==> src/rtl/decode_stage_if.sv <==
// decode_stage_if: IF -> ID -> EX handshake and control bundle for the decode stage
// Ports (signals):
//   if_valid/if_instr/if_pc : instruction offered by IF
//   id_ready                : decode stage accepts the offered instruction
//   ex_ready/flush          : EX back-pressure and branch/jump squash
//   ex_valid..illegal       : registered ID/EX contents consumed by EX, M, WB
//   stall_cnt               : load-use bubbles inserted since reset
// Modports: master = IF/EX side, slave = decode stage.
interface decode_stage_if #(
    parameter int XLEN  = 32,
    parameter int CNT_W = 16
);
    logic             if_valid;
    logic [31:0]      if_instr;
    logic [XLEN-1:0]  if_pc;
    logic             id_ready;
    logic             ex_ready;
    logic             flush;
    logic             ex_valid;
    logic [XLEN-1:0]  ex_pc;
    logic [4:0]       Rd;
    logic [4:0]       Ra;
    logic [4:0]       Rb;
    logic [2:0]       Extop;
    logic             ALUASrc;
    logic [1:0]       ALUBSrc;
    logic [3:0]       ALUctr;
    logic             MemWr;
    logic             Jump;
    logic             MemtoReg;
    logic             RegWr;
    logic [1:0]       Branch;
    logic             illegal;
    logic [CNT_W-1:0] stall_cnt;

    modport master (
        output if_valid, if_instr, if_pc, ex_ready, flush,
        input  id_ready, ex_valid, ex_pc, Rd, Ra, Rb, Extop, ALUASrc, ALUBSrc, ALUctr,
               MemWr, Jump, MemtoReg, RegWr, Branch, illegal, stall_cnt
    );

    modport slave (
        input  if_valid, if_instr, if_pc, ex_ready, flush,
        output id_ready, ex_valid, ex_pc, Rd, Ra, Rb, Extop, ALUASrc, ALUBSrc, ALUctr,
               MemWr, Jump, MemtoReg, RegWr, Branch, illegal, stall_cnt
    );
endinterface

==> src/rtl/decode_stage.sv <==
// decode_stage: RV32 decode into the ID/EX register with load-use bubble insertion and flush
// Ports:
//   clk    : rising-edge clock
//   Resetn : synchronous active-low reset
//   bus    : decode_stage_if.slave (IF handshake, EX handshake/flush, registered control bundle)
module decode_stage #(
    parameter int XLEN  = 32,
    parameter int CNT_W = 16
) (
    input  logic           clk,
    input  logic           Resetn,
    decode_stage_if.slave  bus
);
    typedef struct packed {
        logic            valid;
        logic [XLEN-1:0] pc;
        logic [4:0]      rd;
        logic [4:0]      ra;
        logic [4:0]      rb;
        logic [2:0]      extop;
        logic            asrc;
        logic [1:0]      bsrc;
        logic [3:0]      aluctr;
        logic            memwr;
        logic            jump;
        logic            mtr;
        logic            regwr;
        logic [1:0]      branch;
        logic            illegal;
    } ctrl_t;

    ctrl_t            r_idex;
    ctrl_t            w_dec;
    logic [CNT_W-1:0] r_stall_cnt;
    logic             w_use1;
    logic             w_use2;
    logic             w_hazard;
    logic             w_advance;
    logic [6:0]       w_op;
    logic [2:0]       w_f3;
    logic [6:0]       w_f7;

    assign w_op = bus.if_instr[6:0];
    assign w_f3 = bus.if_instr[14:12];
    assign w_f7 = bus.if_instr[31:25];

    // Undecodable words keep only valid/pc/register fields; all controls stay 0.
    always_comb begin
        w_dec         = '0;
        w_use1        = 1'b0;
        w_use2        = 1'b0;
        w_dec.valid   = 1'b1;
        w_dec.pc      = bus.if_pc;
        w_dec.rd      = bus.if_instr[11:7];
        w_dec.ra      = bus.if_instr[19:15];
        w_dec.rb      = bus.if_instr[24:20];
        w_dec.illegal = 1'b1;
        case (w_op)
            7'b0110011: if ((w_f7 == 7'b0000000 && w_f3 != 3'b001 && w_f3 != 3'b101) ||
                            (w_f7 == 7'b0100000 && w_f3 == 3'b000)) begin
                w_dec.illegal = 1'b0;
                // ALUctr low bits line up with funct3 for slt..and
                w_dec.aluctr  = w_f7[5] ? 4'b0001 : {1'b0, w_f3};
                w_dec.regwr   = 1'b1;
                w_use1        = 1'b1;
                w_use2        = 1'b1;
            end
            7'b0010011: if (w_f3 != 3'b001 && w_f3 != 3'b101) begin
                w_dec.illegal = 1'b0;
                w_dec.aluctr  = {1'b0, w_f3};
                w_dec.bsrc    = 2'b10;
                w_dec.regwr   = 1'b1;
                w_use1        = 1'b1;
            end
            7'b0110111: begin
                w_dec.illegal = 1'b0;
                w_dec.extop   = 3'b001;
                w_dec.bsrc    = 2'b10;
                w_dec.aluctr  = 4'b1111;
                w_dec.regwr   = 1'b1;
            end
            7'b0000011: if (w_f3 == 3'b010) begin
                w_dec.illegal = 1'b0;
                w_dec.bsrc    = 2'b10;
                w_dec.mtr     = 1'b1;
                w_dec.regwr   = 1'b1;
                w_use1        = 1'b1;
            end
            7'b0100011: if (w_f3 == 3'b010) begin
                w_dec.illegal = 1'b0;
                w_dec.extop   = 3'b010;
                w_dec.bsrc    = 2'b10;
                w_dec.memwr   = 1'b1;
                w_use1        = 1'b1;
                w_use2        = 1'b1;
            end
            7'b1100011: if (w_f3 == 3'b000 || w_f3 == 3'b001) begin
                w_dec.illegal = 1'b0;
                w_dec.extop   = 3'b011;
                w_dec.aluctr  = 4'b1000;
                w_dec.branch  = w_f3[0] ? 2'b10 : 2'b01;
                w_use1        = 1'b1;
                w_use2        = 1'b1;
            end
            7'b1101111: begin
                w_dec.illegal = 1'b0;
                w_dec.extop   = 3'b100;
                w_dec.asrc    = 1'b1;
                w_dec.bsrc    = 2'b01;
                w_dec.jump    = 1'b1;
                w_dec.regwr   = 1'b1;
            end
            default: ;
        endcase
        if (w_dec.rd == 5'd0) w_dec.regwr = 1'b0;
    end

    assign w_hazard  = r_idex.valid & r_idex.mtr & (r_idex.rd != 5'd0) &
                       (((r_idex.rd == w_dec.ra) & w_use1) | ((r_idex.rd == w_dec.rb) & w_use2));
    assign w_advance = ~r_idex.valid | bus.ex_ready;

    always_ff @(posedge clk) begin
        if (!Resetn) begin
            r_idex      <= '0;
            r_stall_cnt <= '0;
        end else if (bus.flush) begin
            r_idex      <= '0;
        end else if (w_advance) begin
            r_idex      <= (bus.if_valid & ~w_hazard) ? w_dec : '0;
            if (bus.if_valid && w_hazard && r_stall_cnt != '1)
                r_stall_cnt <= r_stall_cnt + CNT_W'(1);
        end
    end

    assign bus.id_ready  = (w_advance & ~w_hazard) | bus.flush;
    assign bus.ex_valid  = r_idex.valid;
    assign bus.ex_pc     = r_idex.pc;
    assign bus.Rd        = r_idex.rd;
    assign bus.Ra        = r_idex.ra;
    assign bus.Rb        = r_idex.rb;
    assign bus.Extop     = r_idex.extop;
    assign bus.ALUASrc   = r_idex.asrc;
    assign bus.ALUBSrc   = r_idex.bsrc;
    assign bus.ALUctr    = r_idex.aluctr;
    assign bus.MemWr     = r_idex.memwr;
    assign bus.Jump      = r_idex.jump;
    assign bus.MemtoReg  = r_idex.mtr;
    assign bus.RegWr     = r_idex.regwr;
    assign bus.Branch    = r_idex.branch;
    assign bus.illegal   = r_idex.illegal;
    assign bus.stall_cnt = r_stall_cnt;
endmodule

==> src/flat_wrapper.sv <==
// flat-port wrapper written by rule: the top's interface ports become plain ports
module decode_stage_flat 
#(
    parameter int XLEN  = 32,
    parameter int CNT_W = 16
)
  (clk, Resetn, bus_if_valid, bus_if_instr, bus_if_pc, bus_ex_ready, bus_flush, bus_id_ready, bus_ex_valid, bus_ex_pc, bus_Rd, bus_Ra, bus_Rb, bus_Extop, bus_ALUASrc, bus_ALUBSrc, bus_ALUctr, bus_MemWr, bus_Jump, bus_MemtoReg, bus_RegWr, bus_Branch, bus_illegal, bus_stall_cnt);
  decode_stage_if #(.XLEN(XLEN), .CNT_W(CNT_W)) bus_i ();
  input  logic clk;
  input  logic Resetn;
  input wire logic [$bits(bus_i.if_valid)-1:0] bus_if_valid;
  input wire logic [$bits(bus_i.if_instr)-1:0] bus_if_instr;
  input wire logic [$bits(bus_i.if_pc)-1:0] bus_if_pc;
  input wire logic [$bits(bus_i.ex_ready)-1:0] bus_ex_ready;
  input wire logic [$bits(bus_i.flush)-1:0] bus_flush;
  output wire logic [$bits(bus_i.id_ready)-1:0] bus_id_ready;
  output wire logic [$bits(bus_i.ex_valid)-1:0] bus_ex_valid;
  output wire logic [$bits(bus_i.ex_pc)-1:0] bus_ex_pc;
  output wire logic [$bits(bus_i.Rd)-1:0] bus_Rd;
  output wire logic [$bits(bus_i.Ra)-1:0] bus_Ra;
  output wire logic [$bits(bus_i.Rb)-1:0] bus_Rb;
  output wire logic [$bits(bus_i.Extop)-1:0] bus_Extop;
  output wire logic [$bits(bus_i.ALUASrc)-1:0] bus_ALUASrc;
  output wire logic [$bits(bus_i.ALUBSrc)-1:0] bus_ALUBSrc;
  output wire logic [$bits(bus_i.ALUctr)-1:0] bus_ALUctr;
  output wire logic [$bits(bus_i.MemWr)-1:0] bus_MemWr;
  output wire logic [$bits(bus_i.Jump)-1:0] bus_Jump;
  output wire logic [$bits(bus_i.MemtoReg)-1:0] bus_MemtoReg;
  output wire logic [$bits(bus_i.RegWr)-1:0] bus_RegWr;
  output wire logic [$bits(bus_i.Branch)-1:0] bus_Branch;
  output wire logic [$bits(bus_i.illegal)-1:0] bus_illegal;
  output wire logic [$bits(bus_i.stall_cnt)-1:0] bus_stall_cnt;
  assign bus_i.if_valid = bus_if_valid;
  assign bus_i.if_instr = bus_if_instr;
  assign bus_i.if_pc = bus_if_pc;
  assign bus_i.ex_ready = bus_ex_ready;
  assign bus_i.flush = bus_flush;
  assign bus_id_ready = bus_i.id_ready;
  assign bus_ex_valid = bus_i.ex_valid;
  assign bus_ex_pc = bus_i.ex_pc;
  assign bus_Rd = bus_i.Rd;
  assign bus_Ra = bus_i.Ra;
  assign bus_Rb = bus_i.Rb;
  assign bus_Extop = bus_i.Extop;
  assign bus_ALUASrc = bus_i.ALUASrc;
  assign bus_ALUBSrc = bus_i.ALUBSrc;
  assign bus_ALUctr = bus_i.ALUctr;
  assign bus_MemWr = bus_i.MemWr;
  assign bus_Jump = bus_i.Jump;
  assign bus_MemtoReg = bus_i.MemtoReg;
  assign bus_RegWr = bus_i.RegWr;
  assign bus_Branch = bus_i.Branch;
  assign bus_illegal = bus_i.illegal;
  assign bus_stall_cnt = bus_i.stall_cnt;
  decode_stage #(.XLEN(XLEN), .CNT_W(CNT_W)) u_core (.clk(clk), .Resetn(Resetn), .bus(bus_i));
endmodule
==> config.mk <==
export PLATFORM = sky130hd
export DESIGN_NAME = decode_stage_flat
export DESIGN_NICKNAME = d
export VERILOG_FILES = /design/src/rtl/decode_stage_if.sv /design/src/rtl/decode_stage.sv /design/src/flat_wrapper.sv
export SDC_FILE = /design/constraint.sdc
export NUM_CORES = 1
export LEC_CHECK = 0
export BUFFER_PORTS_ARGS = -buffer_cell sky130_fd_sc_hd__buf_2
export CORE_ASPECT_RATIO = 0.6
export CORE_MARGIN = 2
export CORE_UTILIZATION = 45
export DETAILED_ROUTE_END_ITERATION = 10
export PLACE_DENSITY_LB_ADDON = 0.2
export SYNTH_ARGS = -nofsm -noshare
export SYNTH_HDL_FRONTEND = slang
export SYNTH_SLANG_ARGS = --single-unit
==> constraint.sdc <==
create_clock -name clk -period 6.13 [get_ports clk]
set_input_delay 1.226 -clock clk [delete_from_list [all_inputs] [get_ports clk]]
set_output_delay 1.226 -clock clk [all_outputs]
set_load 0.005 [all_outputs]
* Word level (Yosys, flattened, before mapping) *
Index checks and enable logic that the tools add are counted.

cells by class
  reduce and logical (&&, ||, !) cells = 16
  bitwise logic cells = 14
  eq/ne operators = 15
  add/subtract/negate cells = 1
  multiplexer cells = 30

operators by type and width
  operator                                              number
  two-way mux 65 bit                                    1
  equality test 7 x 6 -> 1 bit (second input constant)  4
  adder 16 x 1 -> 16 bit (second input constant)        1
  != test 16 bit (second input constant)                1
  one-hot mux 4 bit (4 select lines)                    1
  equality test 7 bit (second input constant)           2
  two-way mux 2 bit                                     6
  one-hot mux 3 bit (4 select lines)                    1
  two-way mux 1 bit                                     11
  equality test 5 bit                                   2
  two-way mux 4 bit                                     2
  one-hot mux 1 bit (4 select lines)                    2
  one-hot mux 2 bit (4 select lines)                    1
  bitwise AND 1 bit                                     7
  equality test 7 x 2 -> 1 bit (second input constant)  1
  equality test 7 x 5 -> 1 bit (second input constant)  1
  zero test 7 bit                                       1
  logical AND 1 bit                                     6
  two-way mux 3 bit                                     2
  two-way mux 6 bit                                     1
  OR reduction 2 bit                                    3
  zero test 5 bit                                       1
  one-hot mux 1 bit (5 select lines)                    1
  nonzero test 5 bit                                    1
  other kinds (10)                                      16

storage, ports and cells
  output and inout port bits = 82
  word-level logic and storage cells = 92
  input port bits = 69
  register bits = 81

* Logic depth before layout (Yosys ltp) *
Gate-level depths: netlist of run 1.

  depth after elaboration = 12
  mapped depth = 9
  mapped depth without buffers = 6

* Worst setup path before layout of run 1 *
OpenSTA, ideal clock, no wires.

  kind = input to output
  start = input bus_if_instr[13]
  end = output bus_id_ready
  stages = 8
  required time = 4904 ps
  slack = 1920 ps
  path buffers = 3
  arrival time = 2984 ps
  cells stage by stage = buf_4 or3b_4 a2111oi_4 a211oi_2 o32a_4 buf_6 clkbuf_1 a21o_1

on the way
  longest elaborated chain between the ends = 12
  elaborated cells on any way between the ends = 24
  those cells by class = 4 x eq/ne; 6 x mux; 7 x bitwise; 7 x reduce/logical

RTL lines
  element                                                                                   line                                    source
  from (decl)                                                                               flat_wrapper.sv:12                      input wire logic [$bits(bus_i.if_instr)-1:0] bus_if_instr;
  != test 3 x 1 -> 1 bit                                                                    decode_stage.sv:59, decode_stage.sv:68
  logical AND 1 bit (2 in series)                                                           decode_stage.sv:59                      7'b0110011: if ((w_f7 == 7'b0000000 && w_f3 != 3'b001 && w_f3 != 3'b101) ||
  logical OR 1 bit                                                                          decode_stage.sv:59
  two-way mux 1 bit                                                                         decode_stage.sv:59
  one-hot mux 1 bit (4 select lines) or one-hot mux 1 bit (3 select lines) (tied branches)  decode_stage.sv:58                      case (w_op)
  bitwise AND 1 bit                                                                         decode_stage.sv:119                     (((r_idex.rd == w_dec.ra) & w_use1) | ((r_idex.rd == w_dec.rb) & w_use2));
  OR 1 bit (*)                                                                              decode_stage.sv:119
  bitwise AND 1 bit (*)                                                                     decode_stage.sv:118                     assign w_hazard = r_idex.valid & r_idex.mtr & (r_idex.rd != 5'd0) &
  NOT 1 bit (*)                                                                             decode_stage.sv:135                     assign bus.id_ready = (w_advance & ~w_hazard) | bus.flush;
  bitwise AND 1 bit (*)                                                                     decode_stage.sv:135
  OR 1 bit (*)                                                                              decode_stage.sv:135
  to (decl)                                                                                 flat_wrapper.sv:16                      output wire logic [$bits(bus_i.id_ready)-1:0] bus_id_ready;

Mark *: on every way between the ends. The rest lies on a longest branch, timed or not.

* Final worst setup path of run 1 *
  start = input bus_if_instr[3]
  end = output bus_id_ready

on the way
  longest elaborated chain between the ends = 9
  elaborated cells on any way between the ends = 15
  those cells by class = 5 x eq/ne; 2 x mux; 7 x bitwise; 1 x reduce/logical

RTL lines
  element                                                                       line
  equality test 7 x 2 -> 1 bit or equality test 7 x 6 -> 1 bit (tied branches)  decode_stage.sv:58
  OR reduction 2 bit (no line)                                                  -
  one-hot mux 1 bit (4 select lines)                                            decode_stage.sv:58
  bitwise AND 1 bit                                                             decode_stage.sv:119
  OR 1 bit (*)                                                                  decode_stage.sv:119
  bitwise AND 1 bit (*)                                                         decode_stage.sv:118
  NOT 1 bit (*)                                                                 decode_stage.sv:135
  bitwise AND 1 bit (*)                                                         decode_stage.sv:135
  OR 1 bit (*)                                                                  decode_stage.sv:135

Marked as above.

==> results of run 1 <==
## layout by cell type, fill, tap and decap left out, drive strengths merged, types with 3 or more instances in the layout
master,synthesis,routed
buf,3,152
dfxtp,80,80
a22o,49,49
nand2,37,37
o21ai,16,16
a21oi,13,13
clkbuf,19,11
or4,10,10
inv,7,8
nand2b,7,7
nor2b,7,7
xnor2,7,7
nand3,7,7
nand4,6,6
o31ai,6,6
nor4,5,5
or3,5,5
nor3,5,5
nor2,4,4
and4,3,3
xor2,3,3
o311ai,3,3
o41ai,3,3
mux2i,3,3
a32o,3,3
o22ai,3,3
clkinvlp,0,3
## layer usage
metal / part of all wire [%] / vias to the layer above / global-route usage (%)
met1: 49 / 1544 / 33.3
met2: 43 / 131 / 32.0
met5: 0 / - / 0
li1: - / 1621 / -
met4: 0.82 / 0 / 5.16
met3: 6.9 / 10 / 6.94
## stage by stage
| stage | util [%] | std cells |
|---|---|---|
| after floorplan | - | 351 |
| after global placement | 57.7 | 585 |
| after detailed placement | 57.7 | 585 |
| after CTS | 61.6 | 601 |
| after global routing | 61.6 | 601 |
| final | 61.6 | 601 |
## kinds of logic (layout without fill, tap and decap cells)
kind of cell             after synthesis  after routing  share of synthesized area, %
adder cells (fa/ha/maj)                1              1                         0.368
multiplexers                           3              3                         0.883
AO/OA/AOI/OAI                        116            116                          27.0
buffers and inverters                 30            176                          3.75
AND/OR/NAND/NOR                      111            111                          18.4
XOR/XNOR                              10             10                          2.57
flip-flops                            80             80                          47.1
## cell type report
cell class	count	area share [%]
well taps	104	2.90
repair buffers	152	17.0
clock buffers	11	5.40
flip-flops and latches	80	35.6
clock inverters	5	0.891
inverters	8	0.668
multi-input cells	241	37.5
## where the power goes
group / switching [uW] / internal [uW] / leakage [uW]
Combinational: 42.5 / 38.3 / 0.00124
Clock: 209 / 287 / 0.000128
Sequential: 6.05 / 529 / 0.000648
Total: 258 / 855 / 0.00201
## how the worst min path moves through the flow
stage | startpoint | end
CTS | u_core.bus.Extop[2]$_SDFFE_PP0P_ | u_core.bus.Extop[2]$_SDFFE_PP0P_
finish | u_core.bus.Extop[2]$_SDFFE_PP0P_ | u_core.bus.Extop[2]$_SDFFE_PP0P_
global route | u_core.bus.ALUctr[2]$_SDFFE_PP0P_ | u_core.bus.ALUctr[2]$_SDFFE_PP0P_
detailed placement | u_core.bus.Extop[2]$_SDFFE_PP0P_ | u_core.bus.Extop[2]$_SDFFE_PP0P_
floorplan | u_core.bus.ALUBSrc[0]$_SDFFE_PP0P_ | u_core.bus.ALUBSrc[0]$_SDFFE_PP0P_
global placement | u_core.bus.Extop[2]$_SDFFE_PP0P_ | u_core.bus.Extop[2]$_SDFFE_PP0P_
## registers in the layout, summed over array words and instances (netlist names)
| name | cells |
|---|---|
| u_core.bus.illegal | 1 |
| u_core.bus.Extop | 3 |
| u_core.bus.MemWr | 1 |
| u_core.bus.ex_pc | 32 |
| u_core.bus.Rb | 5 |
| u_core.bus.MemtoReg | 1 |
| u_core.bus.RegWr | 1 |
| u_core.bus.Ra | 5 |
| u_core.bus.Branch | 2 |
| u_core.bus.ALUBSrc | 2 |
| u_core.bus.Jump | 1 |
| u_core.bus.ALUctr | 4 |
| u_core.bus.stall_cnt | 16 |
| u_core.bus.Rd | 5 |
| u_core.bus.ex_valid | 1 |
## worst max-delay path, stage by stage
cell and delay, ps:
buf_2 110, nand4bb_1 320, nor2_1 440, a211oi_2 190, o32a_4 520, a21o_1 220, buf_2 120
==> summary.md, run 1 <==
| Metric | Value |
|---|---|
| Core box area | 0.00730 sq mm |
| Pwr dens | 248 mW/mm^2 |
| Die height | 71.4 microns |
| Outcome | finished clean |
| RR Startpoint | u_core.bus.Rd[2]$_SDFFE_PP0P_ |
| Die X | 116 microns |
| Grt total ovfl | 0 |
| Register area share after synthesis | 47.1% |
| Syn_area_per_cell | 9.69 sq um |
| Hold buffers post-CTS | 0 |
| Gp weighted congestion | 0.928 |
| Final setup skew | 9.38 ps |
| RR Endpoint | u_core.bus.stall_cnt[8]$_SDFFE_PN0P_ |
| Top-count cell post-synth | dfxtp_1 |
| Drt total wl | 9500 microns |
| CTS Buffer Depth | 2 |
| # setup viols final | 0 |
| Mapped cell area | 0.00340 sq mm |
| Initial antenna violation count | 0 |
| DRC viols | 0 |
| Post-CTS Setup Inserts | 0 |
| Area delta synth->final | 32.1% |
| Slew Limit Headroom | 51.9% |
| Area of the multi-input gates | 0.00168 sq mm |
| Async set or reset register ratio after synthesis | 0% |
| Syn nets | 421 |
| Number of global-route vias before repair | 2969 |
| R2r setup slk | 3610 ps |
| Design area | 0.00449 sq mm |
| Initial Utilization | 46.6% |
| First-pass GRT wire length | 14700 microns |
| Clock slew at reported path FFs | 60 ps |
| Cells on worst reg2reg path | 6 |
| Unrepaired setup endpoints after global routing | no |
| Filler cell count in the final layout | 647 |
| Top cell type's share of synthesized area | 47.1% |
| CP Launch Point | bus_if_instr[3] |
| IR drop worst, VDD | 0.141 mV |
| WP data arrival | 3140 ps |
| F_max | 229 MHz |
| Post-Place Worst Slack | 1810 ps |
| Startpoint types | input pin |
| Max Slew Vio Count | 0 |
| Share of the cycle needed by the critical path after routing | 71.3% |
| Commonest cells post-synth | dfxtp_1, a22o_1, nand2_1 |
| Count of state elements after synthesis | 80 |
| Worst EP required | 4900 ps |
| Buffers on Ports | 150 |
| Sequential standard cell area | 0.00160 sq mm |
| Share of cells above drive strength 1 | 35.4% |
| Fin nets | 562 |
| HP Class | reg2reg |
| Detailed placement HPWL | 6830 microns |
| Final WS setup | 1760 ps |
| CTS sink count | 80 |
| Final Power | 1110 uW |
| Hold slack | 444 ps |
| CP endpoint | bus_id_ready |
| Count of cell types in the netlist | 55 |
| Post-route ant nets | 0 |
| CTS tree | built |
| Via count | 3306 |
| Critical path type | in2out |
| Crit Path Max Fanout | 31 |
| CP Capture Type | output port |
| Vias/cell | 5.50 |
| Num CTS Buffers | 9 |
| Synth area leader | dfxtp_1 |
| Setup total negative slack | 0 ps |
| Root Driver | clkbuf_16 |
| Hold path depth | 2 |
| Number of diodes | 0 |
| Placed instance area | 0.00421 sq mm |
| Wire per inst | 15.8 microns |
| Die area | 0.00829 sq mm |
| Num rows | 24 |
| Post-synth EDFFs | 0 |
| Maxcap violations | 0 |
| YS warnings | 0 |
| Final hold violation count | 0 |
| Post-CTS Resized | 0 |
| LEAKAGE | 0.00201 uW |
| Synth area leaders | dfxtp_1, a22o_1, nand2_1, o21ai_0, or4_1 |
| Syn Inst Count | 351 |
| Largest net degree at the start of global routing | 65 |
| Clock network latency to the later pin of the worst-skew pair | 330 ps |
| Slew @ Worst Pin | 722 ps |
| All-layer global routing usage | 22.5% |
| First DRT Iteration DRCs | 192 |
| Clock H-tree levels | 3 |
| Minimum clock period | 4370 ps |
| I/O pins | 151 |
| Router iterations before antenna repair | 4 |
| Main synth FF type | dfxtp_1 |
Power figures use the tool's default switching activity.
==> run 2: changes to the inputs <==
- ABC_AREA: default -> 1
- clock period: 6.13 -> 4.1 ns (I/O delays scaled with it)
==> summary.md, run 2 <==
| Metric | Value |
|---|---|
| Outcome | finished clean |
| Die X | 123 microns (+5.9%) |
| Max Slew Vio Count | 0 (unchanged) |
| Critical-path cell list | buf_2 > nor3_2 > nand3_2 > nand2_1 > inv_1 > nand2_2 > nand2_2 > a21oi_1 > o21ai_0 > buf_2 |
| Largest net degree at the start of global routing | 55 (-15%) |
| Slew @ Worst Pin | 1080 ps (+358 ps) |
| Buffers on Ports | 150 (unchanged) |
| Count of cell types in the netlist | 35 (-36%) |
| LEAKAGE | 0.00242 uW (+20%) |
| Synth area leader | dfxtp_1 |
| Share of the cycle needed by the critical path after routing | 75.4% |
| WP data arrival | 2270 ps (-870 ps) |
| Gp weighted congestion | 0.913 (-1.6%) |
| Post-CTS Resized | 0 (unchanged) |
| Die height | 75.5 microns (+5.8%) |
| Synth area leaders | dfxtp_1, nand2_1, a21oi_1, nor2_1, inv_1 |
| Drt total wl | 10800 microns (+14%) |
| Syn Inst Count | 552 (+57%) |
| Post-CTS Setup Inserts | 0 (unchanged) |
| Unrepaired setup endpoints after global routing | no |
| Part of the power in the clock network | 47.9% (+3.3 points) |
| RR Startpoint | u_core.bus.Rd[2]$_SDFFE_PP0P_ |
| CTS Buffer Depth | 2 (unchanged) |
| Non-filler cells, final | 810 (+35%) |
| Area delta synth->final | 29.3% |
| Internal power | 1400 uW (+64%) |
| IR drop worst, VDD | 0.212 mV (+50%) |
| CTS tree | built |
| Syn nets | 622 (+48%) |
| Count of state elements after synthesis | 80 (unchanged) |
| First-pass GRT wire length | 16900 microns (+15%) |
| # setup viols final | 0 (unchanged) |
| Detailed placement HPWL | 8050 microns (+18%) |
| I/O pins | 151 (unchanged) |
| All-layer global routing usage | 23.3% (+0.86 points) |
| Worst Min Path Start | u_core.bus.ex_pc[12]$_SDFFE_PP0P_ |
| Hold path depth | 2 (unchanged) |
| Global Route met1 Usage | 32.6% (-0.72 points) |
| RR Endpoint | u_core.bus.ex_pc[4]$_SDFFE_PP0P_ |
| Most frequent cells in the layout | nand2_1, buf_2, dfxtp_1, a21oi_1, nor2_1 |
| Minimum clock period | 3090 ps |
| CP Capture Type | output port |
| Num rows | 26 (+8.3%) |
| Vias/cell | 4.98 (-9.5%) |
| Num CTS Buffers | 9 (unchanged) |
| CTS sink count | 80 (unchanged) |
| Hold buffers post-CTS | 0 (unchanged) |
| DRC viols | 0 (unchanged) |
| Hold slack | 463 ps (+18.5 ps) |
| Initial antenna violation count | 0 (unchanged) |
| Crit Path Max Fanout | 3 (-90%) |
| P_sw | 424 uW (+64%) |
| GRT busiest layer | met2 |
| Post-route ant nets | 0 (unchanged) |
| Final Util | 59.0% (-2.6 points) |
| Routing usage on met2 | 33.1% (+1.0 points) |
| Top-count cell post-synth | nand2_1 |
| Async set or reset register ratio after synthesis | 0% (unchanged) |
| Via count | 4032 (+22%) |
| Pwr dens | 369 mW/mm^2 (+49%) |
| Die area | 0.00929 sq mm (+12%) |
| F_max | 323 MHz |
| Setup total negative slack | 0 ps (unchanged) |
| Design area | 0.00495 sq mm (+10%) |
| Fin nets | 763 (+36%) |
| Final hold violation count | 0 (unchanged) |
| Critical path type | in2out |
| Cells on worst reg2reg path | 10 (+4) |
| Placed instance area | 0.00463 sq mm (+10%) |
| Share of cells above drive strength 1 | 30.9% (-4.5 points) |
| Final setup skew | 4.93 ps (-4.45 ps) |
| Most common cell after layout, fill and taps aside | nand2_1 |
| YS warnings | 0 (unchanged) |
| Main synth FF type | dfxtp_1 |
| Largest stage delay on the critical path | 320 ps (-200 ps) |
| Clock H-tree levels | 3 (unchanged) |
| Net Sw Frac | 23.2% (+0.027 points) |
| R2r setup slk | 1500 ps (-2110 ps) |
| Met3 Usage GRT | 8.38% (+1.4 points) |
| Grt total ovfl | 0 (unchanged) |
| Register area share after synthesis | 41.8% (-5.3 points) |
| Wire per inst | 13.3 microns (-16%) |
| Placed Instances | 794 (+36%) |
| Initial Utilization | 45.6% (-0.99 points) |
| Clock slew at reported path FFs | 60 ps (about the same) |
| Core box area | 0.00839 sq mm (+15%) |
| Number of global-route vias before repair | 3519 (+19%) |
| Number of diodes | 0 (unchanged) |
| Clock network latency to the later pin of the worst-skew pair | 330 ps (about the same) |
| Root Driver | clkbuf_16 |
| Comb power frac | 8.4% (+1.1 points) |
| Worst EP required | 3280 ps (-1620 ps) |
| Max reg flops | 32 (unchanged) |
| Commonest cells post-synth | nand2_1, dfxtp_1, a21oi_1 |
| Startpoint types | input pin |
| Router iterations before antenna repair | 5 (+1) |
| Syn_area_per_cell | 6.94 sq um (-28%) |
| Post-synth EDFFs | 0 (unchanged) |
| CP max-delay cell | nor3_2 |
| Top cell type's share of synthesized area | 41.8% (-5.3 points) |
| First DRT Iteration DRCs | 207 (+7.8%) |
| Maxcap violations | 0 (unchanged) |
| Hold EP | u_core.bus.ex_pc[12]$_SDFFE_PP0P_ |
| Mapped cell area | 0.00383 sq mm (+13%) |
| HP Class | reg2reg |
| Slew Limit Headroom | 27.7% (-24 points) |
| Seq pwr share | 43.8% (-4.3 points) |
## run 2: kinds of logic after synthesis
family | share of synthesized area, %
buffers and inverters | 7.91
adder cells (fa/ha/maj) | 0.327
AND/OR/NAND/NOR | 34.3
XOR/XNOR | 1.83
AO/OA/AOI/OAI | 13.9
flip-flops | 41.8
## run 2: power groups by stage
| stage | registers (uW) | clock network, uW | logic (uW) |
|---|---|---|---|
| after floorplan | 817 | 0 | 81.9 |
| after global placement | 816 | 0 | 150 |
| after detailed placement | 817 | 0 | 153 |
| after CTS | 800 | 886 | 154 |
| after global routing | 801 | 919 | 172 |
| final | 800 | 874 | 153 |
## run 2: metal layers
layer / wire length (microns) / up-vias
li1: - / 2043
met1: 5130 / 1810
met2: 4470 / 162
met3: 998 / 17
met4: 199 / 0
met5: 0 / -
## run 2: area by class of cell
class                      instances  area [sq um]
fill                             818          3440
multi-input combinational        401          1940
sequential                        80          1600
timing repair buffer             153           773
clock buffer                      12           246
inverter                          48           180
tap                              112           140
clock inverter                     4          76.3
## run 2: worst max-delay path: cells and delay by family
kind / cells / cell delay (ps)
and+or+nand+nor: 5 / 750
buffers and inverters: 3 / 340
AOI/OAI and AO/OA: 2 / 360
## run 2: per-stage QoR
stage                     total power [uW]  setup WS, ps
after CTS                             1840          1020
after floorplan                        899          1240
after global placement                 966          1020
final                                 1830          1010
after detailed placement               970          1010
after global routing                  1890           875
## run 2: worst max path at each step
stage / slack, ps / endpoint / cells past startpoint / start
after floorplan: 1240 / bus_id_ready / 4 / bus_ex_ready
after global placement: 1020 / bus_id_ready / 12 / bus_if_instr[3]
after detailed placement: 1010 / u_core.bus.ex_pc[8]$_SDFFE_PP0P_ / 17 / bus_if_instr[1]
after CTS: 1020 / bus_id_ready / 12 / bus_if_instr[3]
after global routing: 870 / bus_id_ready / 12 / bus_if_instr[3]
final: 1010 / bus_id_ready / 10 / bus_if_instr[14]
==> run 3: changes to the inputs <==
- CORE_UTILIZATION: 45 -> 44
- clock period: 4.1 -> 2.5 ns (I/O delays scaled with it)
==> summary.md, run 3 (synthesized netlist as in run 2, its figures left out) <==
| Metric | Value |
|---|---|
| Crit Path Max Fanout | 8 (+5) |
| Root Driver | clkbuf_16 |
| Area of the multi-input gates | 0.00198 sq mm (+2.1%) |
| Most common cell after layout, fill and taps aside | nand2_1 |
| Hold EP | u_core.bus.ex_pc[13]$_SDFFE_PP0P_ |
| Minimum clock period | 2380 ps |
| Initial antenna violation count | 0 (unchanged) |
| Cells on worst reg2reg path | 10 (unchanged) |
| R2r setup slk | 260 ps (-1240 ps) |
| Largest stage delay on the critical path | 250 ps (-70 ps) |
| First-pass GRT wire length | 18100 microns (+7.3%) |
| Setup total negative slack | 0 ps (unchanged) |
| Filler cell count in the final layout | 819 (+0.12%) |
| Critical-path cell list | buf_2 > inv_2 > nand2_1 > nor2_4 > nand2_2 > nor2_4 > nor2_2 > nand2_2 > nand2_4 > a21oi_4 > o21ai_1 > buf_2 |
| CTS tree | built |
| Buffers on Ports | 150 (unchanged) |
| Area delta synth->final | 31.8% |
| Wire per inst | 13.5 microns (+1.4%) |
| CTS sink count | 80 (unchanged) |
| Clock slew at reported path FFs | 60 ps (about the same) |
| Startpoint types | input pin |
| Final setup skew | 10.9 ps (+5.94 ps) |
| Number of diodes | 0 (unchanged) |
| Maxcap violations | 0 (unchanged) |
| Core box area | 0.00849 sq mm (+1.2%) |
| Largest net degree at the start of global routing | 60 (+9.1%) |
| Fin nets | 768 (+0.66%) |
| Router iterations before antenna repair | 5 (unchanged) |
| Die height | 76.3 microns (+1.1%) |
| CP max-delay cell | nor2_4 |
| Hold path depth | 3 (+1) |
| Sequential standard cell area | 0.00160 sq mm (about the same) |
| Gp weighted congestion | 0.874 (-4.3%) |
| Number of global-route vias before repair | 3792 (+7.8%) |
| HP Class | in2reg |
| Most frequent cells in the layout | nand2_1, buf_2, dfxtp_1, a21oi_1, nor2_1 |
| Detailed placement HPWL | 8140 microns (+1.1%) |
| Hold buffers post-CTS | 0 (unchanged) |
| Share of the cycle needed by the critical path after routing | 95.1% |
| Max reg flops | 32 (unchanged) |
| DRC viols | 0 (unchanged) |
| RR Startpoint | u_core.bus.Rd[3]$_SDFFE_PP0P_ |
| Die area | 0.00949 sq mm (+2.2%) |
| Worst Min Path Start | bus_if_pc[13] |
| First DRT Iteration DRCs | 217 (+4.8%) |
| WP data arrival | 1880 ps (-390 ps) |
| Via count | 3977 (-1.4%) |
| Final hold violation count | 0 (unchanged) |
| IR drop worst, VDD | 0.379 mV (+79%) |
| I/O pins | 151 (unchanged) |
| Post-route ant nets | 0 (unchanged) |
| Vias/cell | 4.88 (-2.0%) |
| Num CTS Buffers | 9 (unchanged) |
| Initial Utilization | 45.1% (-0.52 points) |
| Die X | 124 microns (+1.1%) |
| # setup viols final | 0 (unchanged) |
| Critical path type | in2out |
| Max Slew Vio Count | 0 (unchanged) |
| Worst EP required | 2000 ps (-1280 ps) |
| Slew Limit Headroom | 57.6% (+30 points) |
| Slew @ Worst Pin | 626 ps (-455 ps) |
| LEAKAGE | 0.00245 uW (+1.2%) |
| Drt total wl | 11000 microns (+2.0%) |
| RR Endpoint | u_core.bus.ex_pc[23]$_SDFFE_PP0P_ |
| Pwr dens | 576 mW/mm^2 (+56%) |
| CTS Buffer Depth | 2 (unchanged) |
| Num rows | 26 (unchanged) |
| Grt total ovfl | 0 (unchanged) |
| F_max | 421 MHz |
| Outcome | finished clean |
| CP Capture Type | output port |
| All-layer global routing usage | 23.5% (+0.14 points) |
| Placed Instances | 798 (+0.50%) |
| Share of cells above drive strength 1 | 32.7% (+1.8 points) |
| Clock network latency to the later pin of the worst-skew pair | 340 ps (about the same) |
| Clock H-tree levels | 3 (unchanged) |
| Non-filler cells, final | 815 (+0.62%) |
-- run 3: changes by cell type in the layout (fill, tap and decap cells not counted), sizes merged --
cell / delta
buf: +5
clkinv: +3
bufinv: -1
clkbuf: -1
inv: -1
-- run 3: routing by layer --
layer / part of all wire, % / vias up / wire (microns) / global-route usage (%)
met5: 0 / - / 0 / 0
met4: 1.3 / 0 / 140 / 6.52
met3: 8.2 / 15 / 907 / 7.87
met2: 42 / 152 / 4570 / 34.8
met1: 49 / 1766 / 5390 / 32.7
li1: - / 2044 / - / -
-- run 3: worst max path at each step --
stage | startpoint | end | cells after the start
floorplan | bus_ex_ready | bus_id_ready | 4
global placement | bus_if_instr[3] | bus_id_ready | 12
detailed placement | bus_if_instr[3] | bus_id_ready | 12
CTS | u_core.bus.Rd[2]$_SDFFE_PP0P_ | bus_id_ready | 10
global route | bus_if_instr[1] | bus_id_ready | 13
finish | bus_if_instr[2] | bus_id_ready | 12
-- run 3: where the power goes --
| part | leakage (uW) | internal, uW | total (uW) | switching [uW] |
|---|---|---|---|---|
| sequential | 0.000649 | 1300 | 1310 | 14.1 |
| clock | 0.000145 | 799 | 1330 | 530 |
| combinational | 0.00166 | 107 | 265 | 158 |
-- run 3: stage by stage --
| stage | utilization (%) | worst slack [ps] | total power [uW] | instance area, sq um | hold WS (ps) |
|---|---|---|---|---|---|
| 6_report | 59.4 | 123 | 2910 | 5050 | 403 |
| 3_3_place_gp | 55.3 | 71.6 | 1600 | 4700 | 449 |
| 2_1_floorplan | - | 281 | 1470 | 3830 | 461 |
| 3_5_place_dp | 55.3 | 67.0 | 1600 | 4700 | 452 |
| 5_1_grt | 59.4 | -12.5 | 3020 | 5050 | 399 |
| 4_1_cts | 58.9 | 28.5 | 2930 | 5000 | 387 |
-- run 3: cell type report --
class | instances | share of cell area (%)
multi-input cells | 401 | 39.2
flip-flops and latches | 80 | 31.8
repair buffers | 158 | 16.8
clock buffers | 11 | 4.81
inverters | 48 | 3.57
well taps | 112 | 2.78
clock inverters | 5 | 1.12
-- run 3: repair_timing --
item                                    in CTS  in global routing
resized for setup                            0                 13
setup buffers                                0                  1
endpoints found under the setup margin       0                  1
-- run 3: critical path, delay by kind of cell --
kind,cells,cell delay (ps)
and+or+nand+nor,7,800
AOI/OAI and AO/OA,2,250
buffers and inverters,3,320
